===== src/rtl/bus_arbiter_rr4_pkg.sv =====
// Shared constants, FSM state type and rotate-search helper for the
// four-way round-robin bus arbiter.
package bus_arbiter_rr4_pkg;

  localparam int NUM_REQ = 4;
  localparam int IDX_W   = 2;

  typedef enum logic {
    ST_IDLE = 1'b0,
    ST_OWN  = 1'b1
  } arb_state_t;

  // Returns the first set bit of vec found searching upward from start with
  // wrap; returns start when vec is empty. Scanning downward lets the
  // nearest hit be the last assignment, so no early exit is needed.
  function automatic logic [IDX_W-1:0] next_idx(
    input logic [NUM_REQ-1:0] vec,
    input logic [IDX_W-1:0]   start
  );
    logic [IDX_W-1:0] idx;
    next_idx = start;
    for (int unsigned k = NUM_REQ; k > 0; k--) begin
      idx = start + IDX_W'(k - 1);
      if (vec[idx]) begin
        next_idx = idx;
      end
    end
  endfunction

endpackage


===== src/rtl/bus_arbiter_rr4_decoder_2x4.sv =====
// Two-to-four one-hot decoder used to form the grant vector.
module decoder_2x4
  import bus_arbiter_rr4_pkg::*;
(
  output logic [NUM_REQ-1:0] Y,
  input  logic [IDX_W-1:0]   s
);

  always_comb begin
    Y    = '0;
    Y[s] = 1'b1;
  end

endmodule


===== src/rtl/bus_arbiter_rr4.sv =====
// Round-robin arbiter for four requesters sharing the write-back bus, with
// registered grants, bounded hold time and an owner lock.
module bus_arbiter_rr4
  import bus_arbiter_rr4_pkg::*;
#(
  parameter int unsigned MAX_HOLD = 8,
  parameter int unsigned CNT_W    = 8
) (
  input  logic                 clk,
  input  logic                 rst_n,
  input  logic [NUM_REQ-1:0]   req,
  input  logic                 lock,
  output logic [NUM_REQ-1:0]   gnt,
  output logic [IDX_W-1:0]     gnt_idx,
  output logic                 gnt_valid,
  output logic                 timeout
);

  arb_state_t         state;
  logic [CNT_W-1:0]   hold_cnt;
  logic [IDX_W-1:0]   last_owner;
  logic [NUM_REQ-1:0] dec_y;
  logic [NUM_REQ-1:0] others;
  logic               hold_max;

  decoder_2x4 u_dec (
    .Y (dec_y),
    .s (gnt_idx)
  );

  always_comb begin
    gnt      = gnt_valid ? dec_y : '0;
    others   = req & ~dec_y;
    hold_max = (hold_cnt == CNT_W'(MAX_HOLD));
  end

  always_ff @(posedge clk or negedge rst_n) begin
    if (!rst_n) begin
      state      <= ST_IDLE;
      gnt_idx    <= '0;
      gnt_valid  <= 1'b0;
      timeout    <= 1'b0;
      hold_cnt   <= '0;
      last_owner <= IDX_W'(NUM_REQ - 1);
    end else begin
      timeout <= 1'b0;
      case (state)
        ST_IDLE: begin
          if (|req) begin
            gnt_idx   <= next_idx(req, last_owner + IDX_W'(1));
            gnt_valid <= 1'b1;
            hold_cnt  <= '0;
            state     <= ST_OWN;
          end
        end
        ST_OWN: begin
          if (!req[gnt_idx]) begin
            // Voluntary release wins over a simultaneous hold expiry.
            last_owner <= gnt_idx;
            hold_cnt   <= '0;
            if (|req) begin
              gnt_idx <= next_idx(req, gnt_idx + IDX_W'(1));
            end else begin
              gnt_idx   <= '0;
              gnt_valid <= 1'b0;
              state     <= ST_IDLE;
            end
          end else if (hold_max && (|others) && !lock) begin
            last_owner <= gnt_idx;
            gnt_idx    <= next_idx(others, gnt_idx + IDX_W'(1));
            hold_cnt   <= '0;
            timeout    <= 1'b1;
          end else if (!hold_max) begin
            hold_cnt <= hold_cnt + CNT_W'(1);
          end
        end
        default: state <= ST_IDLE;
      endcase
    end
  end

endmodule

===== config.mk =====
export PLATFORM = sky130hd
export DESIGN_NAME = bus_arbiter_rr4
export DESIGN_NICKNAME = d
export VERILOG_FILES = /design/src/rtl/bus_arbiter_rr4_pkg.sv /design/src/rtl/bus_arbiter_rr4_decoder_2x4.sv /design/src/rtl/bus_arbiter_rr4.sv
export SDC_FILE = /design/constraint.sdc
export NUM_CORES = 1
export LEC_CHECK = 0
export ABC_AREA = 0
export BUFFER_PORTS_ARGS = -buffer_cell sky130_fd_sc_hd__buf_2
export CORE_MARGIN = 2
export CORE_UTILIZATION = 30
export CTS_BUF_LIST = sky130_fd_sc_hd__clkbuf_8
export CTS_CLUSTER_SIZE = 40
export DETAILED_ROUTE_END_ITERATION = 8
export GPL_TIMING_DRIVEN = 0
export PLACE_DENSITY_LB_ADDON = 0.3
export REMOVE_ABC_BUFFERS = 1
export SETUP_SLACK_MARGIN = 0.4
export SLEW_MARGIN = 20
export SYNTH_ARGS = -nofsm -noshare
export SYNTH_HDL_FRONTEND = slang
export SYNTH_SLANG_ARGS = --single-unit

===== constraint.sdc =====
create_clock -name clk -period 3.3 [get_ports clk]
set_input_delay 0.66 -clock clk [delete_from_list [all_inputs] [get_ports clk]]
set_output_delay 0.66 -clock clk [all_outputs]
set_load 0.01 [all_outputs]

# After elaboration in Yosys (flattened, before gate mapping)

Index checks and enable logic that the tools add are counted.
W data, S select, Z words.

Word-level logic and storage cells: 108
Bits in latches: 0
Output and inout bits: 8
Memories kept: 0
ROM bits: 0
Flip-flop bits (word level): 15
RAM bits: 0
Input port bits: 7

Magnitude comparators: 10
Bitwise gates (word level): 3
Equality and inequality tests: 7
Shift operators: 0
Muxes and demuxes: 63
Divide/modulo/power cells: 0
Multiply operators: 0
Reductions and logical operators: 10
Add/subtract/negate cells: 9

Operators with widths:

| operator              | count |
|---|---|
| $mux W2               | 18 |
| $mux W8               | 4 |
| $lt A2 B3 Y1 const B  | 9 |
| $bmux W1 S2           | 13 |
| $mux W1               | 22 |
| $pmux W8 S2           | 1 |
| $add A2 B1 Y2 const B | 4 |
| $add A2 B2 Y2 const B | 4 |
| $add A8 B1 Y8 const B | 1 |
| $eq A8 B4 Y1 const B  | 1 |
| $reduce_or A4 Y1      | 2 |
| $ne A2 B2 Y1 const B  | 3 |
| $reduce_and A2 Y1     | 3 |
| $and A4 B4 Y4         | 1 |
| $mux W4               | 1 |
| $ne A4 B3 Y1 const B  | 1 |
| $not A4 Y4            | 1 |
| $pmux W1 S2           | 2 |
| $pmux W2 S2           | 1 |
| $logic_and A1 B1 Y1   | 3 |
| $ne A3 B2 Y1 const B  | 1 |
| $reduce_and A3 Y1     | 1 |
| $demux W1 S2          | 1 |
| $ge A2 B1 Y1 const B  | 1 |
| other kinds (3)       | 3 |

# Depth between registers and ports, before layout

Word-level depth: 15
Depth in mapped cells: 11
Depth with buffers taken out: 8

# Hierarchy

A second synthesis with hierarchy kept.

Cells, all modules: 158
Area total of the unflattened synthesis: 1280.0 µm²

Modules (own cells, without submodules):

| module          | area each (µm²) | cells each | instances |
|---|---|---|---|
| bus_arbiter_rr4 | 1253.7          | 154        | 1 |
| decoder_2x4     | 26.3            | 4          | 1 |

# Least setup slack after synthesis

OpenSTA, ideal clock, no wires.

Path kind: reg-to-reg
Start: register gnt_idx[0]
End: register gnt_idx[0]
Path buffers: 2
Period minus slack after synthesis: 2.404 ns
Setup time: 0.124 ns
Stages on the path, launching flop included: 10
Setup slack: 0.896 ns
Arrival: 2.280 ns
Cells stage by stage: dfrtp_1 -> buf_6 -> inv_1 -> ha_1 -> buf_6 -> mux4_2 -> a2bb2oi_1 -> o2111ai_2 -> mux2i_1 -> a211o_1

Word-level cells in the longest chain between the ends: 15
Elaborated cells between the ends (all ways): 46
Classes of those cells: 4 x add/sub; 2 x order compare; 1 x eq/ne; 32 x mux; 2 x bitwise; 5 x reduce/logical

RTL lines:

| what                                                                      | line                              | source |
|---|---|---|
| start, declared                                                           | bus_arbiter_rr4.sv:14             | `output logic [IDX_W-1:0] gnt_idx,` |
| start signal, assigned                                                    | bus_arbiter_rr4.sv:50             | `gnt_idx <= next_idx(req, last_owner + IDX_W'(1));` |
| start signal, assigned                                                    | bus_arbiter_rr4.sv:62             | `gnt_idx <= next_idx(req, gnt_idx + IDX_W'(1));` |
| start signal, assigned                                                    | bus_arbiter_rr4.sv:70             | `gnt_idx <= next_idx(others, gnt_idx + IDX_W'(1));` |
| $lt A2 B3 Y1 (implied by the code) / $ge A2 B1 Y1 (equally long branches) | bus_arbiter_rr4_decoder_2x4.sv:11 | `Y[s] = 1'b1;` |
| $logic_and A1 B1 Y1 (implied by the code)                                 | bus_arbiter_rr4_decoder_2x4.sv:11 |  |
| $mux W1 (implied by the code)                                             | bus_arbiter_rr4_decoder_2x4.sv:11 |  |
| $demux W1 S2                                                              | -                                 |  |
| $not A4 Y4                                                                | bus_arbiter_rr4.sv:33             | `others = req & ~dec_y;` |
| $and A4 B4 Y4                                                             | bus_arbiter_rr4.sv:33             |  |
| $bmux W1 S2                                                               | bus_arbiter_rr4_pkg.sv:24         | `if (vec[idx]) begin` |
| $mux W1 (implied by the code)                                             | bus_arbiter_rr4_pkg.sv:24         |  |
| $mux W2 (4 in series)                                                     | bus_arbiter_rr4_pkg.sv:24         |  |
| $mux W2                                                                   | bus_arbiter_rr4.sv:68             | `end else if (hold_max && (\|others) && !lock) begin` |
| $mux W2                                                                   | bus_arbiter_rr4.sv:57             | `if (!req[gnt_idx]) begin` |
| $pmux W2 S2                                                               | bus_arbiter_rr4.sv:47             | `case (state)` |

Parallel ways exist; a longest one is shown, timed or not. The select of a mux whose other input is x is not followed.
A chain may end at the register's enable or synchronous reset.

# Final worst setup path

Ends and elaborated chain as after synthesis.

==> impl_results.md <==
- Outcome: finished, final reports clean
- Crit end category: flip-flop
- Post-synth cell types: 50
- Final instance area: 1470 um^2
- Worst min path class: in2async
- Setup violators final: 0
- Setup Skew: just under 0.003 ns
- DRC Markers: 0
- Register area share after synthesis: approximately 28%
- Post-synth EDFFs: 0
- Cts hold-fix bufs: 0
- Die area: 5010 um^2
- Setup ws final: 0.650 ns
- Vias: 1169
- Worst reg-to-reg setup slack: 0.65 ns
- Peak supply drop: around 0.57 mV
- Type of the worst setup path: reg2reg
- P per Cell Area: between 800 and 900 nW/um^2
- Worst slew pin tran: 0.491 ns
- Count of state elements after synthesis: 15
- DR pass1 iterations: 4
- CORE AREA: ~4300 um^2
- Layout cell share with drive strength beyond 1: 19.6%
- Startpoint types: flip-flop
- Yosys warning count: 0
- Fill count: 477
- # diodes: 0
- Buffers & Inverters on Critical Path: 1
- Min cycle time layout: between 2 and 3 ns
- Util after Layout: 33.9%
- Met3 Wirelength: ~83 um
- Critical path required time: 3.43 ns
- CTS tree: built
- Vias in the first global route: 1131
- Cell taking the most area after synthesis: dfrtp_1
- CP cell instances: inv_1 > ha_4 > mux4_2 > a2bb2oi_1 > o2111ai_2 > mux2i_1 > a211o_1
- Cell count after synthesis: approximately 150
- RSZ-0062 raised after global routing: no
- Crit path launch: gnt_idx[0]$_DFFE_PN0P_
- RD Place Congestion: between 0.7 and 0.8
- Drt total wl: just under 3000 um
- Pleak: approximately 0.66 nW
- CP Max Fanout: 24
- Drt first-iter violations: between 70 and 80
- Worst-path clk slew: 0.06 ns
- Critical R2R Launch: gnt_idx[0]$_DFFE_PN0P_
- GRT Overall Usage: 12.9%
- Slew HR: 67.0%
- Area post-placement: 1400 um^2
- Slowest-stage cell, CP: dfrtp_4
- Synthesized area per cell: 8.69 um^2
- Prevailing post-synth register cell: dfrtp_1
- Placed insts: between 200 and 250
- Cell family with most CP delay: compound AO/OA/AOI/OAI gates
- Commonest non-fill, non-tap cell in the layout: nand2_1
- Final hold violations: 0
- Cell Area, Synth: 1340 um^2
- Clock tree buffer depth: 2
- Clock H-tree levels: 1
- Die width: 70.8 um
- Max cap viols: 0
- DR WL/cell: roughly 14 um
- First-pass GRT wire length: 5280 um
- Layout area overhead: 9.64%
- Non-Filler Instances: around 220
- Port bufs: 14
- Clk_lat worst skew: 0.25 ns
- Grt ovf: 0
- Die Span Y: 70.8 um
- Delay of the slowest cell on the worst path: 0.57 ns
- Max Clock Freq: between 300 and 400 MHz
- Clock root cell: clkbuf_8
- Share of flip-flops with an asynchronous set or reset: 100%
- Final Cycle Share: 80.3%
- Setup WS pre-CTS: -0.0484 ns
- Synth top area cells: dfrtp_1 24%, ha_1 5.6%, o21ai_0 4.9%
- Initial antenna violation count: 0
- Largest net degree at the start of global routing: 25
- Sinks on Clock Net: 15
- Ports: 15
- Metal2 WL: 1370 um
- DRT antenna net count: 0
- Area share of the largest cell type after synthesis: about a quarter
- Vias/cell: 5.44
- Hpwl dp: 2130 um
- Num CTS Buffers: 3
- WP data arrival: about 2.8 ns
- Top Layer Used: met4
- Highest-count cells in the layout ignoring fill and taps: 16 x nand2_1, 14 x buf_2, 13 x o21ai_0
- Final Max Tran Viols: 0
- Nets: 177
- Wl on met1: 1470 um
- Initial core utilization: approximately 31%
- Row count: 24
[cell families after synthesis]
family / Yosys count / share of synthesized area, %
flops: 15 / 28.3
xor+xnor: 5 / 3.27
fa+ha+maj: 6 / 5.61
simple gates: 62 / 26.2
buf+inv: 21 / 8.51
mux: 5 / 7.20
compound gates: 40 / 21.0
[stage by stage]
step                      total power (W)  hold WS (ns)  TNS, ns
after floorplan                  0.000833         0.364        0
after global placement            0.00101         0.522  -0.0453
after detailed placement          0.00101         0.535  -0.0484
after CTS                         0.00118         0.306        0
after global routing              0.00131         0.321        0
final                             0.00119         0.299        0
[Yosys cell counts (2+ instances only)]
cell,number
a211oi_1,2
a21oi_1,5
a22o_1,2
a31oi_1,2
and2_1,5
and3_1,5
buf_2,4
buf_6,4
dfrtp_1,13
dfstp_2,2
ha_1,6
inv_1,12
mux4_1,2
nand2_1,16
nand2b_1,3
nand3_1,5
nand3b_1,2
nand4_1,2
nor2_1,9
nor2b_2,2
nor3_1,3
nor4_1,2
o21ai_0,13
o221ai_1,2
o22ai_1,2
xor2_1,5
[flip-flops by register name, summed over array words and instances (netlist names)]
| name | cells |
|---|---|
| timeout | 1 |
| gnt_idx | 2 |
| gnt_valid | 1 |
| last_owner | 2 |
| hold_cnt | 8 |
| state | 1 |
[layer usage]
layer / GRT usage (%) / up-vias
met5: 0 / -
met1: 17.7 / 559
met2: 21.0 / 26
met4: 5.03 / 0
li1: - / 578
met3: 1.42 / 6
[area by class of cell]
| cell class | count | area (um^2) | area share, % |
|---|---|---|---|
| well taps | 52 | 65.1 | 4.44 |
| clock inverters | 1 | 5.00 | 0.341 |
| multi-input cells | 118 | 858 | 58.5 |
| inverters | 12 | 45.0 | 3.07 |
| clock buffers | 3 | 41.3 | 2.82 |
| repair buffers | 14 | 70.1 | 4.78 |
| flip-flops and latches | 15 | 382 | 26.0 |
[worst paths after layout]
path | to | cells after the start
worst max-delay path | gnt_idx[0]$_DFFE_PN0P_ | 7
worst min-delay path | hold_cnt[7]$_DFFE_PN0P_ | 1
worst max register to register | gnt_idx[0]$_DFFE_PN0P_ | 7
worst min register to register | last_owner[1]$_DFFE_PN1P_ | 2
max in group asynchronous | last_owner[0]$_DFFE_PN1P_ | 1
min in group clk | last_owner[1]$_DFFE_PN1P_ | 2
[power breakdown]
part / internal (W) / switching (W)
sequential: 0.000240 / 0.0000937
combinational: 0.000336 / 0.000371
clock: 0.0000836 / 0.0000644
[what timing repair did]
action	4_1_cts	5_1_grt
buffers inserted	0	0
gates resized for setup	3	1
setup endpoints to repair	2	1
(Power assumes the default switching activity.)
